$ cat config.mk
export PLATFORM = sky130hd
export DESIGN_NAME = lr_sc_reservation_unit
export DESIGN_NICKNAME = d
export VERILOG_FILES = /design/src/rtl/lr_sc_reservation_unit_pkg.sv /design/src/rtl/lr_sc_reservation_unit_rsv_entry.sv /design/src/rtl/lr_sc_reservation_unit.sv
export SDC_FILE = /design/constraint.sdc
export NUM_CORES = 1
export LEC_CHECK = 0
export CAP_MARGIN = 0
export CELL_PAD_IN_SITES_DETAIL_PLACEMENT = 0
export CELL_PAD_IN_SITES_GLOBAL_PLACEMENT = 1
export CORE_MARGIN = 4
export CORE_UTILIZATION = 51
export CTS_CLUSTER_SIZE = 14
export DETAILED_ROUTE_END_ITERATION = 16
export DONT_BUFFER_PORTS = 1
export PLACE_DENSITY_LB_ADDON = 0.1
export SLEW_MARGIN = 15
export SYNTH_ARGS = -nofsm -noshare
export SYNTH_HDL_FRONTEND = slang
export SYNTH_SLANG_ARGS = --single-unit
$ cat constraint.sdc
create_clock -name clk -period 7.4 [get_ports clk]
set_clock_uncertainty 0.2 [all_clocks]
set_input_delay 1.11 -clock clk [delete_from_list [all_inputs] [get_ports clk]]
set_output_delay 1.11 -clock clk [all_outputs]
set_load 0.05 [all_outputs]
$ cat src/rtl/lr_sc_reservation_unit_pkg.sv
// Shared constants and types for the LR/SC reservation unit.
package lr_sc_reservation_unit_pkg;

  // Architectural SC return values written back to rd.
  localparam logic [31:0] SC_SUCCESS = 32'd0;
  localparam logic [31:0] SC_FAIL    = 32'd1;

  // Word granule: byte-offset bits are ignored in reservation compares.
  localparam int DEFAULT_GRANULE_LSB = 2;
  localparam int DEFAULT_ADDR_W      = 32;
  localparam int DEFAULT_GRANULE_W   = DEFAULT_ADDR_W - DEFAULT_GRANULE_LSB;

  // One hart's reservation, as seen by anything that wants to snapshot it.
  typedef struct packed {
    logic                         valid;
    logic [DEFAULT_GRANULE_W-1:0] granule;
  } rsv_entry_t;

  // Map an SC outcome onto the value returned to the writeback path.
  function automatic logic [31:0] sc_result_code(input logic ok);
    return ok ? SC_SUCCESS : SC_FAIL;
  endfunction

endpackage

$ cat src/rtl/lr_sc_reservation_unit_rsv_entry.sv
// One hart's reservation: valid bit, granule address and the match comparator.
// A clear beats a set in the same cycle so a flush always wins over an LR.
module lr_sc_reservation_unit_rsv_entry #(
  parameter int GRAN_W = 30
) (
  input  logic              clk,
  input  logic              reset,
  input  logic              set_i,
  input  logic              clr_i,
  input  logic [GRAN_W-1:0] addr_i,
  output logic              valid_o,
  output logic              match_o
);

  logic              valid_q, valid_d;
  logic [GRAN_W-1:0] addr_q, addr_d;

  // Next-state for the valid bit and captured granule.
  always_comb begin
    valid_d = valid_q;
    addr_d  = addr_q;
    if (set_i) begin
      valid_d = 1'b1;
      addr_d  = addr_i;
    end
    if (clr_i) begin
      valid_d = 1'b0;
    end
  end

  // Entry state register.
  always_ff @(posedge clk) begin
    if (reset) begin
      valid_q <= 1'b0;
      addr_q  <= '0;
    end else begin
      valid_q <= valid_d;
      addr_q  <= addr_d;
    end
  end

  assign valid_o = valid_q;
  assign match_o = (addr_q == addr_i);

endmodule

$ cat src/rtl/lr_sc_reservation_unit.sv
// LR/SC reservation unit for the barrel core: one reservation per hart,
// same-cycle SC write gating and a registered SC result for writeback.
module lr_sc_reservation_unit
  import lr_sc_reservation_unit_pkg::*;
#(
  parameter int NUM_HARTS   = 16,
  parameter int HART_ID_W   = $clog2(NUM_HARTS),
  parameter int ADDR_W      = 32,
  parameter int GRANULE_LSB = DEFAULT_GRANULE_LSB
) (
  input  logic                 clk,
  input  logic                 reset,
  input  logic                 i_valid,
  input  logic [HART_ID_W-1:0] i_hart_id,
  input  logic                 i_res_station_valid,
  input  logic                 i_store_cond,
  input  logic                 i_mem_wr,
  input  logic [ADDR_W-1:0]    i_addr,
  input  logic                 i_clear_all,
  output logic                 o_sc_mem_we,
  output logic                 o_sc_result_valid,
  output logic [31:0]          o_sc_result,
  output logic [HART_ID_W-1:0] o_sc_hart_id,
  output logic [NUM_HARTS-1:0] o_rsv_valid_vec
);

  localparam int GRAN_W = ADDR_W - GRANULE_LSB;

  logic [GRAN_W-1:0]    gran;
  logic                 unused_addr_lsbs;
  logic                 is_sc, is_lr, is_st;
  logic                 sc_ok;
  logic [NUM_HARTS-1:0] sel_vec;
  logic [NUM_HARTS-1:0] valid_vec;
  logic [NUM_HARTS-1:0] match_vec;
  logic [NUM_HARTS-1:0] hit_vec;
  logic [NUM_HARTS-1:0] set_vec;
  logic [NUM_HARTS-1:0] clr_vec;

  logic                 res_valid_q, res_valid_d;
  logic [31:0]          res_q, res_d;
  logic [HART_ID_W-1:0] res_hart_q, res_hart_d;

  assign gran             = i_addr[ADDR_W-1:GRANULE_LSB];
  assign unused_addr_lsbs = ^i_addr[GRANULE_LSB-1:0];

  // Single issue slot: SC beats LR beats ordinary store.
  assign is_sc = i_valid & i_store_cond;
  assign is_lr = i_valid & ~i_store_cond & i_res_station_valid;
  assign is_st = i_valid & ~i_store_cond & ~i_res_station_valid & i_mem_wr;

  // All SC/store decisions use the registered (pre-update) reservation state.
  assign hit_vec     = valid_vec & match_vec;
  assign sc_ok       = is_sc & (|(sel_vec & hit_vec));
  assign o_sc_mem_we = sc_ok;

  // The flush is not qualified by i_valid: a trap drops reservations on its own.
  // A successful SC or any store kills other harts' matching reservations;
  // an SC always consumes the issuing hart's own reservation.
  assign set_vec = {NUM_HARTS{is_lr}} & sel_vec;
  assign clr_vec = {NUM_HARTS{i_clear_all}}
                 | ({NUM_HARTS{is_sc}} & sel_vec)
                 | ({NUM_HARTS{sc_ok | is_st}} & hit_vec & ~sel_vec);

  for (genvar g = 0; g < NUM_HARTS; g++) begin : g_entry
    assign sel_vec[g] = (i_hart_id == HART_ID_W'(g));

    lr_sc_reservation_unit_rsv_entry #(
      .GRAN_W (GRAN_W)
    ) u_entry (
      .clk     (clk),
      .reset   (reset),
      .set_i   (set_vec[g]),
      .clr_i   (clr_vec[g]),
      .addr_i  (gran),
      .valid_o (valid_vec[g]),
      .match_o (match_vec[g])
    );
  end

  // Result next-state: pulse valid for one cycle per SC, hold data otherwise.
  always_comb begin
    res_valid_d = is_sc;
    res_d       = res_q;
    res_hart_d  = res_hart_q;
    if (is_sc) begin
      res_d      = sc_result_code(sc_ok);
      res_hart_d = i_hart_id;
    end
  end

  // Result register for the writeback path.
  always_ff @(posedge clk) begin
    if (reset) begin
      res_valid_q <= 1'b0;
      res_q       <= SC_SUCCESS;
      res_hart_q  <= '0;
    end else begin
      res_valid_q <= res_valid_d;
      res_q       <= res_d;
      res_hart_q  <= res_hart_d;
    end
  end

  assign o_sc_result_valid = res_valid_q;
  assign o_sc_result       = res_q;
  assign o_sc_hart_id      = res_hart_q;
  assign o_rsv_valid_vec   = valid_vec;

endmodule

==> impl_metrics.ini <==
[outcome]
status = finished, violations left
violations = slew limit

[timing]
rsz0062_at_grt = no
slew_headroom_pct = -7.714
setup_viol = 0
finalHoldViolCount = 0
setup_tns_ns = 0
tightest_slew_ns = 1.616
timing.fmax_ghz = 0.2204
drv_slew = 198
fin_crit_sh_pct = 61.31
period_minus_slack_ns = 4.537

[clock_tree]
cts-root-buf = clkbuf_16
cts_buffers = 54
cts_tree = done
ctsHoldBuffers = 0
clkTransAtPathRegs_ns = 0.06
cts.sinks = 502
htree_levels = 2
clk_path_buf_depth = 3
cts_setup_buffers = 0
clkLatencyLatePin_ns = 0.61
cts_resized = 0

[global_routing]
grt_pass1_wl_mm = 105.6
overflow = 0
grtUsageTotal_pct = 26.92
antenna_found_initial = 1
grt_pass1_vias = 17817
grt_start_max_net_pins = 488

[final_layout]
final_core_util_pct = 54.79
insertedDiodeCount = 0
most-common-layout-cells = nand2_1, dfxtp_1, a21oi_1
fin_cells = 3504
fillers = 4320
nets = 2905
final_common_cell = nand2_1
final_layout_size_suffix_gt1_share_pct = 4.545
syn2layout_area_growth_pct = 5.529

[critical_path]
critPathLaunch = i_addr[20]
max_stage_delay_ns = 0.59
crit_family = simple AND/OR/NAND/NOR gates
worstPathArrival_ns = 3.23
critical_path.endpoint_type = output port
path_max_fanout = 32
required_ns = 6.09
cp.depth = 6
r2r_slack_ns = 3.93
r2r_cells = 7
r2r-start = g_entry[0].u_entry.valid_o
crit_type = primary input to output port
path_buf_inv = 1
cp_common_cell = or4_1
r2r_end = g_entry[6].u_entry.valid_o
cp_slowest_cell = or4_1
startpoint_type = primary input
path_cells = inv_1 > a2111o_1 > or4_1 > or4_1 > nand4_1 > o41a_4

[floorplanning]
die_w_microns = 223.6
fp.dieH_microns = 223.6
dieArea_sq_um = 50010
ioPinCount = 97
fp-row-count = 78
start_util_pct = 51.92
core-area_sq_um = 45670

[detailed_routing]
first_pass_iters = 5
antenna_left = 0
wl_mm = 69.43
drc = 0
dr_total_vias = 19257
routedWlPerCell_microns = 19.82
viasPerCell = 5.496
dr.first_iter.drc_count = 1892

[pwr]
ir_drop_mv = 0.1828
power.total_mw = 5.622
intPower_mw = 4.388
p_clk_share_pct = 47.3
netSwitchingPower_mw = 1.234
p_seq_share_pct = 48.6
p_per_area_nw_per_um2 = 224.6
leakage_nw = 7.160
pwr-share-comb_pct = 4.1
swShare_pct = 21.95

[logic_synthesis]
yosysWarnings = 0
ys_seq_area_share_pct = 42.38
async_flop_share_pct = 0
synth_top_cell_area_share_pct = 42.38
synthTopCellsByArea = dfxtp_1, xnor2_1, nand2_1, a21oi_1, clkbuf_1
synth_cell_types = 34
syn_area_per_cell_sq_um = 7.682
synth_edf_count = 0
synth_top_area_cell = dfxtp_1
ys_seq_elements = 502
syn_inst = 3087
synth_ff_type = dfxtp_1
synth_area_sq_um = 23720

[min_path]
hold_class = register to register
hold_start = g_entry[9].u_entry.addr_q[29]
hold_depth = 2
hold_end = g_entry[9].u_entry.addr_q[29]

[placed_design]
dp_cells = 3406
io_buffers = 0
hpwlAfterDp_mm = 36.77
gp_congestion = 0.8000

[flow_run]
cap_violations = 0
[area by class of cell]
cell class | count | area [sq um] | area share, %
Multi-Input combinational cell | 2280 | 12330 | 49.27
Clock buffer | 91 | 1672 | 6.679
Clock inverter | 7 | 66.31 | 0.2650
Timing Repair Buffer | 18 | 135.1 | 0.5399
Inverter | 6 | 22.52 | 0.08999
Tap cell | 600 | 750.7 | 3.000
Sequential cell | 502 | 10050 | 40.16
[registers in the layout, indices dropped and copies added (netlist names)]
signal                   flops
o_sc_result_valid            1
o_sc_result                  1
o_sc_hart_id                 4
g_entry.u_entry.valid_o     16
g_entry.u_entry.addr_q     480
[power groups by stage]
stage / combinational (mW) / sequential (mW) / clock (mW)
floorplan: 0.342 / 2.79 / 0
global placement: 0.229 / 2.79 / 0
detailed placement: 0.231 / 2.79 / 0
CTS: 0.233 / 2.73 / 2.71
global route: 0.254 / 2.73 / 2.82
finish: 0.233 / 2.73 / 2.66
[metal layers]
layer  vias to the layer above  wire [microns]  GRT usage, %
met5                         -              13             0
met4                         2            1779         7.854
met2                       528           31640         43.10
li1                       9464               -             -
met3                       110            4960         5.071
met1                      9153           31040         37.33
[worst reg2reg max path: stages, from the launching register on]
cell	delay (ns)
dfxtp_1	0.75
o21ai_0	0.18
or4_1	0.53
or4_1	0.59
nand4_1	0.22
o41a_4	0.31
a31oi_4	0.21
o31a_1	0.38
[logic make-up after synthesis]
| family | count (synthesis) | synth area share (%) |
|---|---|---|
| buffers and inverters | 335 | 6.284 |
| xor gates and xnor gates | 472 | 17.43 |
| and+or+nand+nor | 1249 | 21.86 |
| other | 1 | 0.01581 |
| DFF | 502 | 42.38 |
| AOI/OAI and AO/OA | 528 | 12.03 |
[through the flow]
step / area, sq um / hold WS [ns] / setup slack (ns)
finish: 25030 / 0.2581 / 2.863
floorplan: 23830 / 0.2363 / 2.986
detailed placement: 23290 / 0.2473 / 2.878
CTS: 25030 / 0.2564 / 2.865
global route: 25030 / 0.2811 / 2.826
global placement: 23290 / 0.2411 / 2.866
[how the worst max path moves through the flow]
| stage | to | slack [ns] |
|---|---|---|
| after CTS | o_sc_mem_we | 2.87 |
| after global placement | o_sc_mem_we | 2.87 |
| after detailed placement | o_sc_mem_we | 2.88 |
| final | o_sc_mem_we | 2.86 |
| after floorplan | o_sc_mem_we | 2.99 |
| after global routing | o_sc_mem_we | 2.83 |
[synthesized netlist by cell type (all sizes together), types with 9 or more instances]
cell,count
nand2,1000
dfxtp,502
a21oi,484
xnor2,445
clkbuf,245
nand4,107
buf,84
nand3,45
nor4,35
nor2,30
xor2,27
o221a,16
o21a,14
nor2b,9
Power figures use the tool's default switching activity.
